## src/rtl/seq_chunk_adder_if.sv

```systemverilog
// Handshake and operand/result bundle for the chunked sequential adder.
// The master drives a request with operands; the slave returns status and result.
interface seq_chunk_adder_if #(
  parameter int WIDTH = 8
) ();
  logic             start;
  logic [WIDTH-1:0] a;
  logic [WIDTH-1:0] b;
  logic             cin;
  logic             busy;
  logic             done;
  logic [WIDTH-1:0] sum;
  logic             cout;
  logic             ovf;

  modport master (
    output start, a, b, cin,
    input  busy, done, sum, cout, ovf
  );

  modport slave (
    input  start, a, b, cin,
    output busy, done, sum, cout, ovf
  );
endinterface

```

## src/rtl/seq_chunk_adder.sv

```systemverilog
// Multi-cycle adder: sums two WIDTH-bit operands plus carry-in CHUNK bits per clock,
// with a registered carry between slices, a start/busy/done handshake, carry-out and signed overflow.
module seq_chunk_adder #(
  parameter int WIDTH = 8,
  parameter int CHUNK = 2
) (
  input  logic             clk,
  input  logic             rst_n,
  seq_chunk_adder_if.slave bus
);
  localparam int NCHUNK = (CHUNK > 0) ? (WIDTH / CHUNK) : 1;
  localparam int IDXW   = (NCHUNK > 1) ? $clog2(NCHUNK) : 1;
  localparam int CW     = CHUNK + 1;

  if (WIDTH < 1 || CHUNK < 1 || CHUNK > WIDTH || (WIDTH % CHUNK) != 0) begin : g_bad_params
    $error("seq_chunk_adder: need 1 <= CHUNK <= WIDTH and WIDTH %% CHUNK == 0");
  end

  typedef enum logic [1:0] {
    S_IDLE = 2'd0,
    S_RUN  = 2'd1,
    S_DONE = 2'd2
  } state_t;

  state_t            state;
  state_t            state_nxt;
  logic              accept;
  logic              last;

  logic [WIDTH-1:0]  a_w;
  logic [WIDTH-1:0]  b_w;
  logic [WIDTH-1:0]  acc;
  logic [WIDTH-1:0]  acc_nxt;
  logic              carry_r;
  logic [IDXW-1:0]   idx;
  logic [CHUNK-1:0]  chunk_s;
  logic              chunk_c;
  logic              msb_cin;

  logic [WIDTH-1:0]  sum_r;
  logic              cout_r;
  logic              ovf_r;

  always_ff @(posedge clk or negedge rst_n) begin
    if (!rst_n) state <= S_IDLE;
    else        state <= state_nxt;
  end

  always_comb begin
    state_nxt = state;
    accept    = 1'b0;
    last      = 1'b0;
    case (state)
      S_IDLE: begin
        if (bus.start) begin
          accept    = 1'b1;
          state_nxt = S_RUN;
        end
      end
      S_RUN: begin
        if (idx == IDXW'(NCHUNK - 1)) begin
          last      = 1'b1;
          state_nxt = S_DONE;
        end
      end
      S_DONE: begin
        // Back-to-back: a waiting request is taken straight from DONE.
        if (bus.start) begin
          accept    = 1'b1;
          state_nxt = S_RUN;
        end else begin
          state_nxt = S_IDLE;
        end
      end
      default: state_nxt = S_IDLE;
    endcase
  end

  always_comb begin
    {chunk_c, chunk_s} = {1'b0, a_w[idx*CHUNK +: CHUNK]}
                       + {1'b0, b_w[idx*CHUNK +: CHUNK]}
                       + CW'(carry_r);
    acc_nxt = acc;
    acc_nxt[idx*CHUNK +: CHUNK] = chunk_s;
    // Carry into the MSB recovered from the MSB sum bit; only meaningful on the last slice.
    msb_cin = a_w[WIDTH-1] ^ b_w[WIDTH-1] ^ acc_nxt[WIDTH-1];
  end

  always_ff @(posedge clk or negedge rst_n) begin
    if (!rst_n) begin
      a_w     <= '0;
      b_w     <= '0;
      acc     <= '0;
      carry_r <= 1'b0;
      idx     <= '0;
      sum_r   <= '0;
      cout_r  <= 1'b0;
      ovf_r   <= 1'b0;
    end else if (accept) begin
      a_w     <= bus.a;
      b_w     <= bus.b;
      carry_r <= bus.cin;
      acc     <= '0;
      idx     <= '0;
    end else if (state == S_RUN) begin
      acc     <= acc_nxt;
      carry_r <= chunk_c;
      idx     <= idx + IDXW'(1);
      if (last) begin
        sum_r  <= acc_nxt;
        cout_r <= chunk_c;
        ovf_r  <= msb_cin ^ chunk_c;
      end
    end
  end

  assign bus.busy = (state == S_RUN);
  assign bus.done = (state == S_DONE);
  assign bus.sum  = sum_r;
  assign bus.cout = cout_r;
  assign bus.ovf  = ovf_r;
endmodule
```

## src/flat_wrapper.sv

```systemverilog
// flat-port wrapper written by rule: the top's interface ports become plain ports
module seq_chunk_adder_flat 
#(
  parameter int WIDTH = 8,
  parameter int CHUNK = 2
)
  (clk, rst_n, bus_start, bus_a, bus_b, bus_cin, bus_busy, bus_done, bus_sum, bus_cout, bus_ovf);
  seq_chunk_adder_if #(.WIDTH(WIDTH)) bus_i ();
  input  logic clk;
  input  logic rst_n;
  input wire logic [$bits(bus_i.start)-1:0] bus_start;
  input wire logic [$bits(bus_i.a)-1:0] bus_a;
  input wire logic [$bits(bus_i.b)-1:0] bus_b;
  input wire logic [$bits(bus_i.cin)-1:0] bus_cin;
  output wire logic [$bits(bus_i.busy)-1:0] bus_busy;
  output wire logic [$bits(bus_i.done)-1:0] bus_done;
  output wire logic [$bits(bus_i.sum)-1:0] bus_sum;
  output wire logic [$bits(bus_i.cout)-1:0] bus_cout;
  output wire logic [$bits(bus_i.ovf)-1:0] bus_ovf;
  assign bus_i.start = bus_start;
  assign bus_i.a = bus_a;
  assign bus_i.b = bus_b;
  assign bus_i.cin = bus_cin;
  assign bus_busy = bus_i.busy;
  assign bus_done = bus_i.done;
  assign bus_sum = bus_i.sum;
  assign bus_cout = bus_i.cout;
  assign bus_ovf = bus_i.ovf;
  seq_chunk_adder #(.WIDTH(WIDTH), .CHUNK(CHUNK)) u_core (.clk(clk), .rst_n(rst_n), .bus(bus_i));
endmodule
```

## config.mk

```make
export PLATFORM = sky130hd
export DESIGN_NAME = seq_chunk_adder_flat
export DESIGN_NICKNAME = d
export VERILOG_FILES = /design/src/rtl/seq_chunk_adder_if.sv /design/src/rtl/seq_chunk_adder.sv /design/src/flat_wrapper.sv
export SDC_FILE = /design/constraint.sdc
export NUM_CORES = 1
export LEC_CHECK = 0
export ABC_AREA = 1
export BUFFER_PORTS_ARGS = -buffer_cell sky130_fd_sc_hd__buf_2
export CAP_MARGIN = 0
export CORE_ASPECT_RATIO = 1.2
export CORE_MARGIN = 2
export CORE_UTILIZATION = 59
export CTS_CLUSTER_SIZE = 12
export DETAILED_ROUTE_END_ITERATION = 8
export PLACE_DENSITY = 0.82
export SYNTH_ARGS = -nofsm -noshare
export SYNTH_HDL_FRONTEND = slang
export SYNTH_SLANG_ARGS = --single-unit
```

## constraint.sdc

```tcl
create_clock -name clk -period 7.1 [get_ports clk]
set_input_delay 1.42 -clock clk [delete_from_list [all_inputs] [get_ports clk]]
set_output_delay 1.42 -clock clk [all_outputs]
set_load 0.05 [all_outputs]
```

==> out/metrics.cfg <==
[die]
chipWidth_microns=55.9
core_sq_mm=0.00308
fp.dieH_microns=66.3
die_area_sq_mm=0.00370
placement_rows=22
pin_count=32
initial_core_util_pct=61.8

[synth]
synth.area.top_cells=dfrtp_1 (51%), nand2_1 (17%), o21ai_0 (5.5%)
ys_ff_latch=39
async_flop_share_pct=100
yosysTopAreaCell=dfrtp_1
synthCells=230
synth.most_common_cell=nand2_1
synth_area_sq_mm=0.00191
netlist-cell-type-count=25
synth_top_area_share_pct=51.2
synth_flop_cell=dfrtp_1
ys_warn_count=0
synth_area_per_cell_sq_um=8.29
synthTopCellsByCount=nand2_1 (88), dfrtp_1 (39), o21ai_0 (21)
seq_area_frac_synth_pct=51.2
synth_enable_flop_cells=0
syn_nets=258

[hold_path]
min_from=u_core.a_w[5]$_DFFE_PN0P_
hold_path_depth=2
hold_path_class=flip-flop to flip-flop
hold_end=u_core.a_w[5]$_DFFE_PN0P_

[timing]
setup_viol_count_final=0
rsz0062_at_grt=no
slew_headroom_pct=45.4
setup_tns_ns=0
finalCritPeriodShare_pct=39.8
clock_skew_ns=0.0104
drv_slew=0
hold_viol_final=0
fmax_ghz=0.354
hold_slack_ns=0.480
min_period_ns=2.82
tightest_slew_ns=0.820

[route]
postRouteAntennaNets=0
wl_per_cell_microns=11.4
vias=1530
drt_wl_total_microns=3410
firstDrtPassIters=4
drt-initial-drc-count=53
viasPerCell=5.12
remaining_drc_errors=0

[power_and_ir_drop]
power.leakage_nw=1.13
vdd_drop_max_v=0.000300
finalPower_w=0.00104
powerDensity_mw_per_mm2=492

[clocking]
clk_pin_slew_ns=0.11
cts_resized=0
post-cts-setup-buffers=0
cts_hold_buf=0
clk_latency_ns=0.34
clock-sinks=39
cts_tree=done
cts_buffer_depth=2
cts_buffers=5
htree_levels=2
clockRootBuffer=clkbuf_4

[critical_path]
rr_startpoint=u_core.idx[0]$_DFFE_PN0P_
critPathRequiredTime_ns=7.39
r2r_end=u_core.bus.ovf$_DFFE_PN0P_
cp_data_arrival_time_ns=3.11
r2r_cells=13
cp-start-kind=flip-flop
critical_path_class=flip-flop to flip-flop
rrSetupSlack_ns=4.28
crit_fanout=15
endpoint_kind=flip-flop

[global_route]
grt_pass1_wl_microns=6200
antenna_found_initial=0
grt_pass1_vias=1482
grt_max_degree=40
grt_overflow_total=0
grt_usage_pct=21.7

[layout]
fin_area_sq_mm=0.00211
drive_above_1_share_pct=17.1
area_delta_synth_final_pct=10.6
nets=290
diodes=0
fillers=289

[place]
port_buffers=31
gp_congestion=0.864
dpl-instance-area_sq_mm=0.00206
dp_hpwl_microns=2510

[flow_run]
maxCapViolations=0

[outcome]
status=completed

==> kinds of logic after synthesis <==
kind of cell               count (synthesis)  synth area share [%]
AOI/OAI and AO/OA                         37                  10.8
adders and majority gates                  8                  6.04
and+or+nand+nor                          117                  24.6
DFF                                       39                  51.2
buffers and inverters                     29                  7.35
==> critical path, cell delays in order, from the launching register on <==
cell and delay [ns]:
dfrtp_1 0.61, inv_1 0.31, o21ai_0 0.25, o22ai_1 0.12, fa_1 0.37, inv_1 0.07, fa_1 0.42, nor2_1 0.14
nand2_1 0.11, nor2_1 0.12, nor2_1 0.07, nand2_1 0.07, nand3_1 0.06, nand2_1 0.06
==> worst max-delay path by stage <==
stage | start | end | slack [ns]
CTS | u_core.idx[0]$_DFFE_PN0P_ | u_core.bus.ovf$_DFFE_PN0P_ | 4.29
global route | u_core.idx[0]$_DFFE_PN0P_ | u_core.bus.ovf$_DFFE_PN0P_ | 3.96
detailed placement | bus_start | u_core.idx[0]$_DFFE_PN0P_ | 4.25
finish | u_core.idx[0]$_DFFE_PN0P_ | u_core.bus.ovf$_DFFE_PN0P_ | 4.28
global placement | bus_start | u_core.acc[1]$_DFFE_PN0P_ | 4.28
floorplan | u_core.state[0]$_DFFE_PN0P_ | bus_done | 4.60
==> power by group <==
group	internal, W	switching, W
clock network	0.0000386	0.0000681
registers	0.000314	0.0000624
logic	0.000172	0.000381
==> registers in the layout, indices dropped and copies added (netlist names) <==
signal / cells
u_core.a_w: 8
u_core.acc: 8
u_core.b_w: 8
u_core.bus.cout: 1
u_core.bus.ovf: 1
u_core.bus.sum: 8
u_core.carry_r: 1
u_core.idx: 2
u_core.state: 2
==> layout by cell type, fill, tap and decap left out, drive strengths merged, types with 6 or more instances in the layout <==
master | Yosys | layout
nand3 | 6 | 6
o21ai | 24 | 24
inv | 22 | 22
nor2 | 19 | 19
dfrtp | 39 | 39
ha | 6 | 6
nand2 | 91 | 91
o22ai | 8 | 8
clkbuf | 0 | 7
buf | 6 | 31
==> final cells by class <==
type	count	area (sq um)	share of cell area [%]
repair buffers	31	155	7.36
clock buffers	7	45.0	2.14
flip-flops and latches	39	976	46.3
clock inverters	1	5.00	0.237
well taps	36	45.0	2.14
multi-input cells	162	790	37.4
inverters	23	92.6	4.39
==> metrics by stage <==
stage          utilization (%)  std cells  setup WS [ns]
2_1_floorplan                -        230           4.60
3_3_place_gp              66.8        291           4.28
3_5_place_dp              66.8        291           4.25
4_1_cts                   68.4        299           4.29
5_1_grt                   68.4        299           3.96
6_report                  68.4        299           4.28
==> routing by layer <==
layer	vias to the layer above	global-route usage, %	share of wire, %
li1	788	-	-
met3	8	4.31	3.6
met4	0	11.0	2.1
met1	706	25.1	43
met5	-	0	0
met2	28	38.5	51
No activity file was read; power rests on OpenSTA's default activity.
